<file path="src/rtl/ahb_lite_single_master.sv">
// AHB-Lite initiator: valid/ready requests become single NONSEQ transfers, one response each.
// Optional macro AHB_MASTER_PIPELINE_EN overlaps the next address phase with the current data phase.
module ahb_lite_single_master #(
  parameter int HADDR_SIZE = 32,
  parameter int HDATA_SIZE = 32
) (
  input  logic                  HCLK,
  input  logic                  HRESET,
  input  logic                  req_valid,
  output logic                  req_ready,
  input  logic [HADDR_SIZE-1:0] req_addr,
  input  logic                  req_write,
  input  logic [2:0]            req_size,
  input  logic [HDATA_SIZE-1:0] req_wdata,
  output logic                  rsp_valid,
  output logic                  rsp_err,
  output logic [HDATA_SIZE-1:0] rsp_rdata,
  output logic [HADDR_SIZE-1:0] HADDR,
  output logic                  HWRITE,
  output logic [2:0]            HSIZE,
  output logic [2:0]            HBURST,
  output logic [3:0]            HPROT,
  output logic                  HMASTLOCK,
  output logic [1:0]            HTRANS,
  output logic [HDATA_SIZE-1:0] HWDATA,
  input  logic [HDATA_SIZE-1:0] HRDATA,
  input  logic                  HREADY,
  input  logic                  HRESP
);

  localparam logic [2:0] MAXSZ = 3'($clog2(HDATA_SIZE / 8));
  localparam logic [1:0] HT_IDLE = 2'b00;
  localparam logic [1:0] HT_NONSEQ = 2'b10;

`ifdef AHB_MASTER_PIPELINE_EN
  localparam logic LP_PIPE = 1'b1;
`else
  localparam logic LP_PIPE = 1'b0;
`endif

  typedef enum logic [1:0] {
    S_IDLE,
    S_ADDR,
    S_DATA,
    S_ERR2
  } state_t;

  state_t                r_state, w_state;
  logic [1:0]            r_htrans, w_htrans;
  logic [HADDR_SIZE-1:0] r_haddr, w_haddr;
  logic                  r_hwrite, w_hwrite;
  logic [2:0]            r_hsize, w_hsize;
  logic [HDATA_SIZE-1:0] r_hwdata, w_hwdata;
  logic [HDATA_SIZE-1:0] r_wdata, w_wdata;
  logic                  r_dwr, w_dwr;
  logic                  r_apend, w_apend;
  logic                  r_rejp, w_rejp;
  logic                  r_rsp_valid, w_rsp_valid;
  logic                  r_rsp_err, w_rsp_err;
  logic [HDATA_SIZE-1:0] r_rsp_rdata, w_rsp_rdata;

  logic [HADDR_SIZE-1:0] w_mask;
  logic                  w_reject;
  logic                  w_ready;
  logic                  w_accept;

  assign w_mask = ~({HADDR_SIZE{1'b1}} << req_size);
  assign w_reject = (req_size > MAXSZ) ||
                    ((req_addr & w_mask) != '0);

  always_ff @(posedge HCLK) begin
    if (HRESET) begin
      r_state     <= S_IDLE;
      r_htrans    <= HT_IDLE;
      r_haddr     <= '0;
      r_hwrite    <= 1'b0;
      r_hsize     <= '0;
      r_hwdata    <= '0;
      r_wdata     <= '0;
      r_dwr       <= 1'b0;
      r_apend     <= 1'b0;
      r_rejp      <= 1'b0;
      r_rsp_valid <= 1'b0;
      r_rsp_err   <= 1'b0;
      r_rsp_rdata <= '0;
    end else begin
      r_state     <= w_state;
      r_htrans    <= w_htrans;
      r_haddr     <= w_haddr;
      r_hwrite    <= w_hwrite;
      r_hsize     <= w_hsize;
      r_hwdata    <= w_hwdata;
      r_wdata     <= w_wdata;
      r_dwr       <= w_dwr;
      r_apend     <= w_apend;
      r_rejp      <= w_rejp;
      r_rsp_valid <= w_rsp_valid;
      r_rsp_err   <= w_rsp_err;
      r_rsp_rdata <= w_rsp_rdata;
    end
  end

  always_comb begin
    w_state     = r_state;
    w_htrans    = r_htrans;
    w_haddr     = r_haddr;
    w_hwrite    = r_hwrite;
    w_hsize     = r_hsize;
    w_hwdata    = r_hwdata;
    w_wdata     = r_wdata;
    w_dwr       = r_dwr;
    w_apend     = r_apend;
    w_rejp      = r_rejp;
    w_rsp_valid = 1'b0;
    w_rsp_err   = 1'b0;
    w_rsp_rdata = '0;
    w_ready     = 1'b0;
    w_accept    = 1'b0;

    unique case (r_state)
      S_IDLE: begin
        // a reject queued behind a bus transfer is reported here
        if (r_rejp) begin
          w_rsp_valid = 1'b1;
          w_rsp_err   = 1'b1;
          w_rejp      = 1'b0;
        end else begin
          w_ready = 1'b1;
        end
      end
      S_ADDR: begin
        w_ready = LP_PIPE & HREADY & ~r_rejp;
        if (HREADY) begin
          w_state  = S_DATA;
          w_htrans = HT_IDLE;
          w_hwdata = r_wdata;
          w_dwr    = r_hwrite;
        end
      end
      S_DATA: begin
        w_ready = LP_PIPE & HREADY & ~HRESP & ~r_rejp;
        if (HRESP) begin
          w_htrans = HT_IDLE;
          if (HREADY) begin
            w_rsp_valid = 1'b1;
            w_rsp_err   = 1'b1;
            w_state     = r_apend ? S_ADDR : S_IDLE;
            w_htrans    = r_apend ? HT_NONSEQ : HT_IDLE;
            w_apend     = 1'b0;
          end else begin
            w_state = S_ERR2;
          end
        end else if (HREADY) begin
          w_rsp_valid = 1'b1;
          w_rsp_rdata = r_dwr ? '0 : HRDATA;
          if (r_apend) begin
            w_hwdata = r_wdata;
            w_dwr    = r_hwrite;
            w_htrans = HT_IDLE;
            w_apend  = 1'b0;
          end else begin
            w_state = S_IDLE;
          end
        end
      end
      S_ERR2: begin
        // held pipelined request is re-issued once the error retires
        if (HREADY) begin
          w_rsp_valid = 1'b1;
          w_rsp_err   = 1'b1;
          w_state     = r_apend ? S_ADDR : S_IDLE;
          w_htrans    = r_apend ? HT_NONSEQ : HT_IDLE;
          w_apend     = 1'b0;
        end
      end
      default: w_state = S_IDLE;
    endcase

    w_ready  = w_ready & ~HRESET;
    w_accept = req_valid & w_ready;

    if (w_accept) begin
      if (w_reject) begin
        if (r_state == S_IDLE) begin
          w_rsp_valid = 1'b1;
          w_rsp_err   = 1'b1;
        end else begin
          w_rejp = 1'b1;
        end
      end else begin
        w_htrans = HT_NONSEQ;
        w_haddr  = req_addr;
        w_hwrite = req_write;
        w_hsize  = req_size;
        w_wdata  = req_wdata;
        if (w_state == S_IDLE) begin
          w_state = S_ADDR;
        end else begin
          w_apend = 1'b1;
        end
      end
    end
  end

  assign req_ready = w_ready;
  assign rsp_valid = r_rsp_valid;
  assign rsp_err   = r_rsp_err;
  assign rsp_rdata = r_rsp_rdata;
  assign HADDR     = r_haddr;
  assign HWRITE    = r_hwrite;
  assign HSIZE     = r_hsize;
  assign HTRANS    = r_htrans;
  assign HWDATA    = r_hwdata;
  assign HBURST    = 3'b000;
  assign HPROT     = 4'b0011;
  assign HMASTLOCK = 1'b0;

endmodule

</file>
<file path="config.mk">
export PLATFORM = sky130hd
export DESIGN_NAME = ahb_lite_single_master
export DESIGN_NICKNAME = d
export VERILOG_FILES = /design/src/rtl/ahb_lite_single_master.sv
export SDC_FILE = /design/constraint.sdc
export NUM_CORES = 1
export LEC_CHECK = 0
export ABC_AREA = 1
export CORE_MARGIN = 2
export CORE_UTILIZATION = 39
export CTS_CLUSTER_SIZE = 10
export DETAILED_ROUTE_END_ITERATION = 8
export HOLD_SLACK_MARGIN = 0.15
export MAX_ROUTING_LAYER = met4
export PLACE_DENSITY = 0.79
export RECOVER_POWER = 25
export SLEW_MARGIN = 0
export SYNTH_ARGS = -nofsm -noshare
export SYNTH_HDL_FRONTEND = slang
export SYNTH_SLANG_ARGS = --single-unit
export TNS_END_PERCENT = 10
</file>
<file path="constraint.sdc">
create_clock -name HCLK -period 1.4 [get_ports HCLK]
set_input_delay 0.21 -clock HCLK [delete_from_list [all_inputs] [get_ports HCLK]]
set_output_delay 0.21 -clock HCLK [all_outputs]
set_load 0.01 [all_outputs]
</file>
==> impl_metrics.toml <==
[die]
core_area_um2 = 13880
die_h_um = 123.3
rows = 43
dieWidth_um = 123.3
io_pins = 218
die_area_um2 = 15200
initial_core_util_pct = 39.98

[critical_path]
cp_max_fo = 2
slowest_stage = "dfxtp_2"
cp-end-kind = "primary output"
cp.required_ns = 1.19
critPathMaxStageDelay_ns = 0.32
r2r_cells = 9
worstPathCellList = "nor2_2, nand2_2, inv_2, buf_6"
r2r_end = "r_wdata[13]"
r2r_slack_ns = 0.05
path_class = "flop to primary output"
cp-start-kind = "flop"
timing.rr.start = "r_state[1]"
arrival_ns = 1.14

[synth]
synthCells = 766
yosysUniqueCellTypes = 22
synth-seq-cells = 141
seq_area_frac_synth_pct = 50.87
syn_area_per_cell_um2 = 7.244
synth.cell_area_um2 = 5549
yosysWarnings = 0

[global_route]
grt_pass1_vias = 4901
grt_antenna_before_repair = 0
gr-total-overflow = 0
grt_start_max_net_pins = 41
grt_usage_pct = 19.96
grt_pass1_wl_um = 23230

[power]
pwr-share-seq_pct = 41.9
clkPwrFrac_pct = 48.0
peakVddDrop_mv = 0.9783
switching_share_pct = 21.84
combPwrFrac_pct = 10.1
p_switching_uw = 2153
internal_power_uw = 7708
leakage_uw = 0.004284
power.density_nw_per_um2 = 1139

[layout]
final_common_cell = "nor2_1"
post-route-util_pct = 62.39
stdcell_count = 1176
antennaDiodeCount = 0
layout.nets = 1088
area_growth_syn_to_layout_pct = 56.05
drive_gt1_share_pct = 9.739
mostFrequentLayoutCells = "nor2_1, dfxtp_1, nand2_1, inv_1, dlygate4sd2_1"
filler_cell_count = 1278

[job]
drv_cap = 0

[sta]
setup_slack_ns = 0.04842
rsz0062_at_grt = "true"
setup_viol = 0
fmax_mhz = 739.9
fin_hold_ws_ns = 0.2689
hold_viol_final = 0
period_share_pct = 96.54
tns_ns = 0
drv_slew = 0
post-route-min-period_ns = 1.352
fin_worst_skew_ns = 0.006153

[detailed_routing]
drt-total-wl_um = 15510
antenna_left = 0
drtIter0Drc = 306
wl_per_cell_um = 13.19
dr.pass1.iters = 4
vias_per_cell = 4.626
num_vias = 5440
drcViolationCount = 0

[worst_hold_path]
worstHoldStart = "HRESET"
hp-class = "input pin to flop"
hold_depth = 3
min_to = "HWDATA[28]"

[place]
port_buffers = 209
dp_slack_ns = -0.2664
dp_cells = 1134
place_congestion = 0.8061
dp_hpwl_um = 10420

[clock_tree]
ctsLongestPathBuffers = 2
clock-sinks = 141
clock-root-buffer = "clkbuf_16"
cts_buffers = 17
cts_tree = "built"
cts_hold_buf = 0
clk_pin_slew_ns = 0.05
clk_latency_ns = 0.41
htree_levels = 4

[outcome]
outcome = "finished, final reports clean"
flip-flops by register name, summed over array words and instances (netlist names), 2 cells and up:
signal and cells:
HTRANS 2, HSIZE 3, r_state 2, HADDR 32, HWDATA 32, rsp_rdata 32
r_wdata 32
power groups by stage:
stage | combinational, uW | sequential [uW] | clock (uW)
2_1_floorplan | 435 | 4230 | 0
3_3_place_gp | 962 | 4210 | 0
3_5_place_dp | 973 | 4220 | 0
4_1_cts | 949 | 4130 | 4810
5_1_grt | 1090 | 4140 | 5020
6_report | 998 | 4130 | 4730
worst max-delay path: cells and delay by family (launching register included):
kind | cells | cell delay, ns
flops | 1 | 0.32
buf+inv | 2 | 0.18
simple gates | 2 | 0.23
per-layer routing:
| metal | part of all wire (%) | track usage, % | wire, um | vias to the layer above |
|---|---|---|---|---|
| met1 | 42 | 23.09 | 6484 | 2416 |
| met3 | 7.0 | 5.304 | 1082 | 33 |
| li1 | - | - | - | 2805 |
| met5 | 0 | - | 0 | - |
| met2 | 49 | 32.97 | 7588 | 186 |
| met4 | 2.3 | 7.955 | 349 | 0 |
through the flow:
step,area [um2],power (uW)
global placement,7944,5176
global route,8660,10240
finish,8660,9861
detailed placement,7944,5189
CTS,8448,9882
floorplan,5572,4665
synth_stat cells:
cell type | number | area (um2)
a21oi_2 | 1 | 8.760
a21oi_1 | 39 | 195.2
nor2_1 | 176 | 660.6
nand2_1 | 120 | 450.4
clkbuf_1 | 16 | 60.06
conb_1 | 2 | 7.510
buf_2 | 24 | 120.1
nand4_1 | 68 | 425.4
nor3_1 | 3 | 15.01
inv_1 | 107 | 401.6
o21ai_0 | 1 | 5.000
dfxtp_1 | 141 | 2823
nand3_1 | 39 | 195.2
buf_4 | 10 | 75.07
nor2_2 | 2 | 12.51
nor2_4 | 1 | 11.26
inv_2 | 2 | 7.510
buf_1 | 8 | 30.03
nand2_2 | 2 | 12.51
nor4_1 | 1 | 6.260
buf_6 | 2 | 22.52
clkinv_1 | 1 | 3.750
cell type report:
type,count,area [um2],share of cell area (%)
Multi-Input combinational cell,461,2077,23.98
Inverter,110,412.9,4.768
Clock inverter,12,166.4,1.922
Timing Repair Buffer,252,2487,28.72
Clock buffer,20,466.7,5.389
Tap cell,180,225.2,2.601
Sequential cell,141,2824,32.61
worst max path at each step:
stage	from	endpoint	slack, ns	cells past startpoint
3_5_place_dp	req_size[0]	HADDR[15]	-0.27	8
4_1_cts	r_state[0]	req_ready	-0.12	4
6_report	r_state[1]	req_ready	0.05	4
5_1_grt	r_state[1]	HADDR[12]	-0.04	9
2_1_floorplan	r_state[0]	r_wdata[7]	0.09	8
3_3_place_gp	req_size[0]	HADDR[1]	-0.24	8
what timing repair did:
item | in CTS | in global routing
pin swaps | 0 | 5
setup endpoints to repair | 105 | 94
gates resized for setup | 107 | 17
gates cloned | 0 | 4
setup buffers | 0 | 6
cell families after synthesis:
kind of cell	Yosys count	share of synthesized area, %
AOI/OAI and AO/OA	41	3.765
DFF	141	50.87
other	2	0.1353
buffers and inverters	170	12.99
and+or+nand+nor	412	32.24
No activity file was read; power rests on OpenSTA's default activity.
